==> src/rtl/add_sub_chunked_pkg.sv <==
// Shared types for the chunked add/subtract unit: FSM state encoding and
// the WIDTH/CHUNK legality check used at elaboration.
package add_sub_chunked_pkg;

  typedef enum logic [1:0] {
    IDLE = 2'd0,
    RUN  = 2'd1,
    DONE = 2'd2
  } state_t;

  function automatic bit chunk_cfg_ok(input int width, input int chunk);
    return (chunk > 0) && (width >= chunk) && ((width % chunk) == 0);
  endfunction

endpackage

==> src/rtl/add_sub_chunked_if.sv <==
// Operand/result handshake bundle for add_sub_chunked.
interface add_sub_chunked_if #(
  parameter int WIDTH = 32
);
  logic             in_valid;
  logic             in_ready;
  logic [WIDTH-1:0] z;
  logic [WIDTH-1:0] x;
  logic             sub;
  logic             CIN;
  logic             out_valid;
  logic             out_ready;
  logic [WIDTH-1:0] a;
  logic             COUT;
  logic             ovf;

  modport master (
    output in_valid, z, x, sub, CIN, out_ready,
    input  in_ready, out_valid, a, COUT, ovf
  );

  modport slave (
    input  in_valid, z, x, sub, CIN, out_ready,
    output in_ready, out_valid, a, COUT, ovf
  );
endinterface

==> src/rtl/add_sub_chunked_add_chunk_cin.sv <==
// Combinational W-bit adder with carry in/out; time-shared across chunks.
module add_chunk_cin #(
  parameter int W = 8
) (
  input  logic [W-1:0] z,
  input  logic [W-1:0] x,
  input  logic         CIN,
  output logic [W-1:0] a,
  output logic         COUT
);
  assign {COUT, a} = {1'b0, z} + {1'b0, x} + {{W{1'b0}}, CIN};
endmodule

==> src/rtl/add_sub_chunked.sv <==
// Multi-cycle add/subtract: one CHUNK-bit slice per RUN cycle through a
// single shared adder, result held in DONE until the consumer takes it.
module add_sub_chunked
  import add_sub_chunked_pkg::*;
#(
  parameter int WIDTH = 32,
  parameter int CHUNK = 8
) (
  input  logic             CLK,
  input  logic             RESETN,
  add_sub_chunked_if.slave bus
);
  localparam int N   = WIDTH / CHUNK;
  localparam int K_W = (N > 1) ? $clog2(N) : 1;

  if (!chunk_cfg_ok(WIDTH, CHUNK)) begin : g_cfg_err
    $error("add_sub_chunked: WIDTH must be a nonzero multiple of CHUNK");
  end

  state_t           state_q, state_d;
  logic [K_W-1:0]   k_q, k_d;
  logic [WIDTH-1:0] z_q, z_d;
  // x is stored already inverted for subtract, so the chunk loop is mode-agnostic
  logic [WIDTH-1:0] x_q, x_d;
  logic [WIDTH-1:0] a_q, a_d;
  logic             carry_q, carry_d;

  int               k_base;
  logic [CHUNK-1:0] cz, cx, cs;
  logic             cco;

  assign k_base = 32'(k_q) * CHUNK;
  assign cz     = z_q[k_base +: CHUNK];
  assign cx     = x_q[k_base +: CHUNK];

  add_chunk_cin #(.W(CHUNK)) u_chunk (
    .z    (cz),
    .x    (cx),
    .CIN  (carry_q),
    .a    (cs),
    .COUT (cco)
  );

  always_comb begin
    state_d = state_q;
    k_d     = k_q;
    z_d     = z_q;
    x_d     = x_q;
    a_d     = a_q;
    carry_d = carry_q;
    case (state_q)
      IDLE: begin
        if (bus.in_valid) begin
          z_d     = bus.z;
          x_d     = bus.sub ? ~bus.x : bus.x;
          carry_d = bus.sub ? 1'b1 : bus.CIN;
          a_d     = '0;
          k_d     = '0;
          state_d = RUN;
        end
      end
      RUN: begin
        a_d[k_base +: CHUNK] = cs;
        carry_d              = cco;
        if (k_q == K_W'(N - 1)) begin
          k_d     = '0;
          state_d = DONE;
        end else begin
          k_d = k_q + K_W'(1);
        end
      end
      DONE: begin
        if (bus.out_ready) state_d = IDLE;
      end
      default: state_d = IDLE;
    endcase
  end

  always_ff @(posedge CLK) begin
    if (!RESETN) begin
      state_q <= IDLE;
      k_q     <= '0;
      z_q     <= '0;
      x_q     <= '0;
      a_q     <= '0;
      carry_q <= 1'b0;
    end else begin
      state_q <= state_d;
      k_q     <= k_d;
      z_q     <= z_d;
      x_q     <= x_d;
      a_q     <= a_d;
      carry_q <= carry_d;
    end
  end

  logic done;
  assign done          = (state_q == DONE);
  assign bus.in_ready  = (state_q == IDLE);
  assign bus.out_valid = done;
  assign bus.a         = done ? a_q : '0;
  assign bus.COUT      = done & carry_q;
  // signed overflow: like-signed effective operands, result sign flipped
  assign bus.ovf       = done & (z_q[WIDTH-1] == x_q[WIDTH-1]) & (a_q[WIDTH-1] != z_q[WIDTH-1]);

endmodule

==> src/flat_wrapper.sv <==
// flat-port wrapper written by rule: the top's interface ports become plain ports
module add_sub_chunked_flat import add_sub_chunked_pkg::*;
#(
  parameter int WIDTH = 32,
  parameter int CHUNK = 8
)
  (CLK, RESETN, bus_in_valid, bus_z, bus_x, bus_sub, bus_CIN, bus_out_ready, bus_in_ready, bus_out_valid, bus_a, bus_COUT, bus_ovf);
  add_sub_chunked_if #(.WIDTH(WIDTH)) bus_i ();
  input  logic CLK;
  input  logic RESETN;
  input wire logic [$bits(bus_i.in_valid)-1:0] bus_in_valid;
  input wire logic [$bits(bus_i.z)-1:0] bus_z;
  input wire logic [$bits(bus_i.x)-1:0] bus_x;
  input wire logic [$bits(bus_i.sub)-1:0] bus_sub;
  input wire logic [$bits(bus_i.CIN)-1:0] bus_CIN;
  input wire logic [$bits(bus_i.out_ready)-1:0] bus_out_ready;
  output wire logic [$bits(bus_i.in_ready)-1:0] bus_in_ready;
  output wire logic [$bits(bus_i.out_valid)-1:0] bus_out_valid;
  output wire logic [$bits(bus_i.a)-1:0] bus_a;
  output wire logic [$bits(bus_i.COUT)-1:0] bus_COUT;
  output wire logic [$bits(bus_i.ovf)-1:0] bus_ovf;
  assign bus_i.in_valid = bus_in_valid;
  assign bus_i.z = bus_z;
  assign bus_i.x = bus_x;
  assign bus_i.sub = bus_sub;
  assign bus_i.CIN = bus_CIN;
  assign bus_i.out_ready = bus_out_ready;
  assign bus_in_ready = bus_i.in_ready;
  assign bus_out_valid = bus_i.out_valid;
  assign bus_a = bus_i.a;
  assign bus_COUT = bus_i.COUT;
  assign bus_ovf = bus_i.ovf;
  add_sub_chunked #(.WIDTH(WIDTH), .CHUNK(CHUNK)) u_core (.CLK(CLK), .RESETN(RESETN), .bus(bus_i));
endmodule
==> config.mk <==
export PLATFORM = sky130hd
export DESIGN_NAME = add_sub_chunked_flat
export DESIGN_NICKNAME = d
export VERILOG_FILES = /design/src/rtl/add_sub_chunked_pkg.sv /design/src/rtl/add_sub_chunked_if.sv /design/src/rtl/add_sub_chunked_add_chunk_cin.sv /design/src/rtl/add_sub_chunked.sv /design/src/flat_wrapper.sv
export SDC_FILE = /design/constraint.sdc
export NUM_CORES = 1
export LEC_CHECK = 0
export ABC_AREA = 1
export BUFFER_PORTS_ARGS = -buffer_cell sky130_fd_sc_hd__buf_2
export CAP_MARGIN = 5
export CORE_AREA = 5 5 103 105
export DETAILED_ROUTE_END_ITERATION = 7
export DIE_AREA = 0 0 108 110
export GPL_ROUTABILITY_DRIVEN = 0
export PLACE_DENSITY = 0.8
export SETUP_SLACK_MARGIN = 0.2
export SYNTH_ARGS = -nofsm -noshare
export SYNTH_HDL_FRONTEND = slang
export SYNTH_SLANG_ARGS = --single-unit
export TNS_END_PERCENT = 1
==> constraint.sdc <==
create_clock -name CLK -period 3 [get_ports CLK]
set_input_delay 0.15 -clock CLK [delete_from_list [all_inputs] [get_ports CLK]]
set_output_delay 0.15 -clock CLK [all_outputs]
set_load 0.02 [all_outputs]
; Word level (Yosys, flattened, before mapping)
; Cells that the tools add are included.
[op_classes]
div = 0
n_mul = 0
n_bitwise = 4
shifts = 4
n_reduce_logical = 5
n_addsub = 4
n_eq_ne = 8
muxes = 15
order_cmp = 0
[ops]
columns = op, count
row1 = 2-to-1 mux 32 bit, 3
row2 = case mux 32 bit (2 select lines), 1
row3 = variable part select 32 x 6 -> 8 bit, 2
row4 = negator 5 -> 33 bit, 1
row5 = "variable shift 8 x 33 -> 32 bit, first input constant", 1
row6 = variable part select 8 x 33 -> 32 bit, 1
row7 = bitwise mux 32 bit, 1
row8 = inverter 32 bit, 1
row9 = 2-to-1 mux 2 bit, 5
row10 = adder 8 x 8 -> 9 bit, 1
row11 = adder 9 x 1 -> 9 bit, 1
row12 = case mux 2 bit (3 select lines), 1
row13 = "== test 2 bit, second input constant", 2
row14 = "inequality test 2 bit, second input constant", 2
row15 = case mux 2 bit (2 select lines), 1
row16 = AND reduction 2 bit, 2
row17 = bitwise AND 1 bit, 3
row18 = AND reduction 3 bit, 1
row19 = "adder 2 x 1 -> 2 bit, second input constant", 1
row20 = "== test 2 x 1 -> 1 bit, second input constant", 1
row21 = logical NOT 2 bit, 1
row22 = 2-to-1 mux 1 bit, 2
row23 = "inequality test 2 x 1 -> 1 bit, second input constant", 1
row24 = case mux 1 bit (2 select lines), 1
row25 = other kinds (3), 3
[totals]
latchBits = 0
ramBits = 0
wordCells = 46
rom_bits = 0
output_inout_bits = 36
in_bits = 70
reg_bits = 101
n_memories = 0

; Logic depth before layout (Yosys ltp)
[logic_depth]
ltp_word = 6
mapped_depth = 18
mapped_depth_nobuf = 16

; Modules after synthesis
; A second synthesis with hierarchy kept.
[hier_totals]
hier_cells = 760
area_unflattened_um2 = 5290.1
[by_module_without_submodules]
columns = module, n_inst, seq_area_each_um2, cells_each, area_per_inst_um2
row1 = add_sub_chunked, 1, 2021.9, 701, 4906.0
row2 = add_chunk_cin, 1, 0.0, 59, 384.1

; Worst setup path before layout
; No wires, ideal clock.
[synth_timing]
kind = reg-to-reg
from = reg u_core.k_q[0]
to = reg u_core.a_q[12]
path_slack_ns = 0.392
setup_ns = 0.070
t_required_ns = 2.930
path_buffers = 2
t_arrival_ns = 2.538
path_stages_with_launch = 16
synth_period_minus_slack_ns = 2.608
path_cell_list = dfxtp_1 buf_2 inv_2 clkbuf_1 nor2_1 o22ai_1 fa_1 inv_1 fa_1 inv_1 nand2_1 nand2_1 and2_1 xor2_1 nand4_1 a21oi_1
[synth_via]
elab_chain_cells = 6
word_cells_on_any_way = 9
classes_between = add/sub (3) / shift (4) / mux (2)
[synth_rtl]
columns = item, line
row1 = "start, declared", add_sub_chunked.sv:21  ; logic [K_W-1:0] k_q, k_d;
row2 = "start signal, assigned", add_sub_chunked.sv:89  ; k_q <= k_d;
row3 = variable part select 32 x 6 -> 8 bit (on tied branches), "add_sub_chunked.sv:33, add_sub_chunked.sv:34"
row4 = adder 8 x 8 -> 9 bit, add_sub_chunked_add_chunk_cin.sv:11  ; assign {COUT, a} = {1'b0, z} + {1'b0, x} + {{W{1'b0}}, CIN};
row5 = adder 9 x 1 -> 9 bit, add_sub_chunked_add_chunk_cin.sv:11
row6 = variable part select 8 x 33 -> 32 bit, add_sub_chunked.sv:63  ; a_d[k_base +: CHUNK] = cs;
row7 = bitwise mux 32 bit (*), add_sub_chunked.sv:63
row8 = case mux 32 bit (2 select lines) (*), add_sub_chunked.sv:51  ; case (state_q)
row9 = "end signal, assigned", add_sub_chunked.sv:85  ; a_q <= '0;
row10 = "end signal, assigned", add_sub_chunked.sv:92  ; a_q <= a_d;
row11 = "end, declared", add_sub_chunked.sv:25  ; logic [WIDTH-1:0] a_q, a_d;
; Every way passes the cells marked *; elsewhere a longest branch is shown, timed or not.
; A chain may end at the register's enable or synchronous reset.

; Final worst setup path
[layout_timing]
from = reg u_core.k_q[1]
to = reg u_core.a_q[28]
; The elaborated chain is that of the path after synthesis.

==> results.json <==
{
  "synth_area_leaders": "dfxtp_1 40%, nor2_1 12%, nand2_1 6.7%",
  "grt_first_pass_wirelength_mm": 20.9,
  "ys_warn_count": 0,
  "drive_gt1_frac": 0.180,
  "slowest_stage": "fa_1",
  "io_pins": 106,
  "start_kind": "register",
  "holdCritPathClass": "in2reg",
  "yosysUniqueCellTypes": 31,
  "reg2reg_from": "u_core.k_q[1]",
  "hpwl_mm": 9.54,
  "fin_nets": 879,
  "syn-num-nets": 797,
  "drtIter0Drc": 294,
  "pwr_density_cell_mw_per_mm2": 514,
  "synth_seq_area_share": 0.398,
  "drv_cap": 0,
  "die_area_mm2": 0.0119,
  "worstPathMaxFanout": 14,
  "grt_start_max_net_pins": 53,
  "routed_via_density": 5.22,
  "mostFrequentLayoutCells": "169 x nor2_1, 105 x buf_2, 100 x dfxtp_1",
  "antenna_left": 0,
  "critPathBufInv": 3,
  "report.final.slew_viol_count": 0,
  "r2r-end": "u_core.a_q[28]",
  "numPortBuffers": 105,
  "critPathArrivalTime_ps": 2890,
  "clock_tree.root_cell": "clkbuf_8",
  "syn_area_per_cell_um2": 7.12,
  "first_global_vias": 4522,
  "postSynthCellCount": 714,
  "setup_viol": 0,
  "area_growth_pct": 14.8,
  "die_width_um": 108,
  "setup_slack_ps": 422,
  "rsz0062_at_grt": "true",
  "synth.largest_area_cell": "dfxtp_1",
  "layout.cells.non_filler": 934,
  "clk_pin_slew_ps": 100,
  "r2r_cells": 11,
  "fin_crit_ps": 2580,
  "cts.sink_count": 101,
  "gr-total-overflow": 0,
  "hold_viol_final": 0,
  "cp_slowest_stage_delay_ps": 480,
  "path_class": "reg2reg",
  "worstPathCellList": "clkinv_1 > a32oi_1 > inv_1 > fa_1 > inv_1 > nand2_1 > nand2_1 > and2_1 > xor2_2 > nand4_1 > a21oi_1",
  "holdPathStages": 3,
  "crit_family": "compound AO/OA/AOI/OAI gates",
  "fp.dieH_um": 110,
  "worst_pin_slew_ps": 855,
  "drt_wl_total_mm": 12.5,
  "core_area_mm2": 0.00955,
  "vias": 4872,
  "status": "complete, no violations",
  "drt_pass1_iterations": 5,
  "slew_headroom": 0.430,
  "p_leak_nw": 2.42,
  "cts_tree": "built",
  "r2r_slack_ps": 420,
  "ys_ff_latch": 101,
  "final_common_cell": "nor2_1",
  "cp-startpoint": "u_core.k_q[1]",
  "cp.required_ps": 3310,
  "synth_top_area_frac": 0.398,
  "clk_latency_ps": 370,
  "post-route-period-util": 0.859,
  "dpl_worst_slack_ps": 321,
  "cts-htree-levels": 3,
  "route.detailed.drc": 0,
  "antenna_cells": 0,
  "syn_area_mm2": 0.00508,
  "max_freq_mhz": 388,
  "peakVddDrop_mv": 0.297,
  "initial_core_util": 0.532,
  "antenna_found_initial": 0,
  "crit_end": "u_core.a_q[28]",
  "hold-worst-slack_ps": 20.8,
  "track_usage": 0.218,
  "worstSetupEndpointType": "register",
  "fin_worst_skew_ps": 8.99,
  "dp_cells": 918,
  "clockBufferDepth": 2,
  "row_count": 36,
  "cts_made_buffers": 9,
  "crit_cells": 11,
  "setup_tns_ps": 0,
  "routedWlPerCell_um": 13.4
}
## worst reg2reg max path, stage by stage (launching register included)
cell and delay (ps):
dfxtp_1 350, clkinv_1 300, a32oi_1 390, inv_1 110
fa_1 480, inv_1 90, nand2_1 50, nand2_1 70
and2_1 180, xor2_2 230, nand4_1 130, a21oi_1 140
## flip-flops by register name (all words and copies together), names as in the netlist
name	cells
u_core.a_q	32
u_core.carry_q	1
u_core.k_q	2
u_core.z_q	32
u_core.state_q	2
u_core.x_q	32
## stage by stage
step	utilization	power [W]	cell area, um^2
finish	0.611	0.00300	5830
global route	0.611	0.00317	5830
CTS	0.608	0.00299	5810
detailed placement	0.590	0.00223	5630
global placement	0.590	0.00220	5630
floorplan	-	0.00203	5080
## cells by family after synthesis
family | after synthesis | synth area share
buffers and inverters | 111 | 0.0935
XOR/XNOR | 35 | 0.0603
adder cells (fa/ha/maj) | 13 | 0.0350
AND/OR/NAND/NOR | 294 | 0.235
AO/OA/AOI/OAI | 160 | 0.179
flip-flops | 101 | 0.398
## synth_stat cells
cell type,count
nor2_1,169
dfxtp_1,101
nand2_1,91
o21ai_0,65
inv_1,61
a21oi_1,45
a211oi_1,31
xnor2_1,31
clkbuf_1,21
nand3_1,16
o22ai_1,14
buf_2,11
ha_1,11
nand4_1,8
buf_4,4
buf_6,4
inv_2,4
xor2_1,4
buf_1,3
clkinv_1,3
a32oi_1,2
fa_1,2
nor2_2,2
nor3_4,2
o21a_1,2
or2_2,2
and2_1,1
nand2_2,1
nor2_4,1
nor3_1,1
o21ai_1,1
## worst min path at each step
stage	from	end	slack, ps
2_1_floorplan	bus_z[22]	u_core.z_q[22]	300
3_3_place_gp	bus_z[0]	u_core.z_q[0]	400
3_5_place_dp	bus_z[31]	u_core.z_q[31]	410
4_1_cts	bus_z[22]	u_core.z_q[22]	20
5_1_grt	bus_z[22]	u_core.z_q[22]	30
6_report	bus_z[22]	u_core.z_q[22]	20
## power by group
group | total, W | internal (W) | switching [W]
clock | 0.000779 | 0.000304 | 0.000475
sequential | 0.00149 | 0.00143 | 0.0000606
combinational | 0.000728 | 0.000267 | 0.000461
## metal layers
layer,track usage,share of wire
met1,0.283,0.44
met2,0.364,0.46
met3,0.0431,0.070
met4,0.0784,0.022
met5,0,0
## layout make-up
type / instances / area [um^2]
Sequential cell: 101 / 2020
Timing Repair Buffer: 114 / 618
Clock buffer: 9 / 124
Clock inverter: 7 / 51.3
Tap cell: 133 / 166
Inverter: 68 / 258
Fill cell: 911 / 3720
Multi-Input combinational cell: 502 / 2590
## timing repair
item	CTS	global route
setup buffers	0	0
hold endpoints to repair	0	0
endpoints found under the setup margin	0	8
gates resized for setup	0	7
hold buffers	0	0
(Power assumes the default switching activity.)
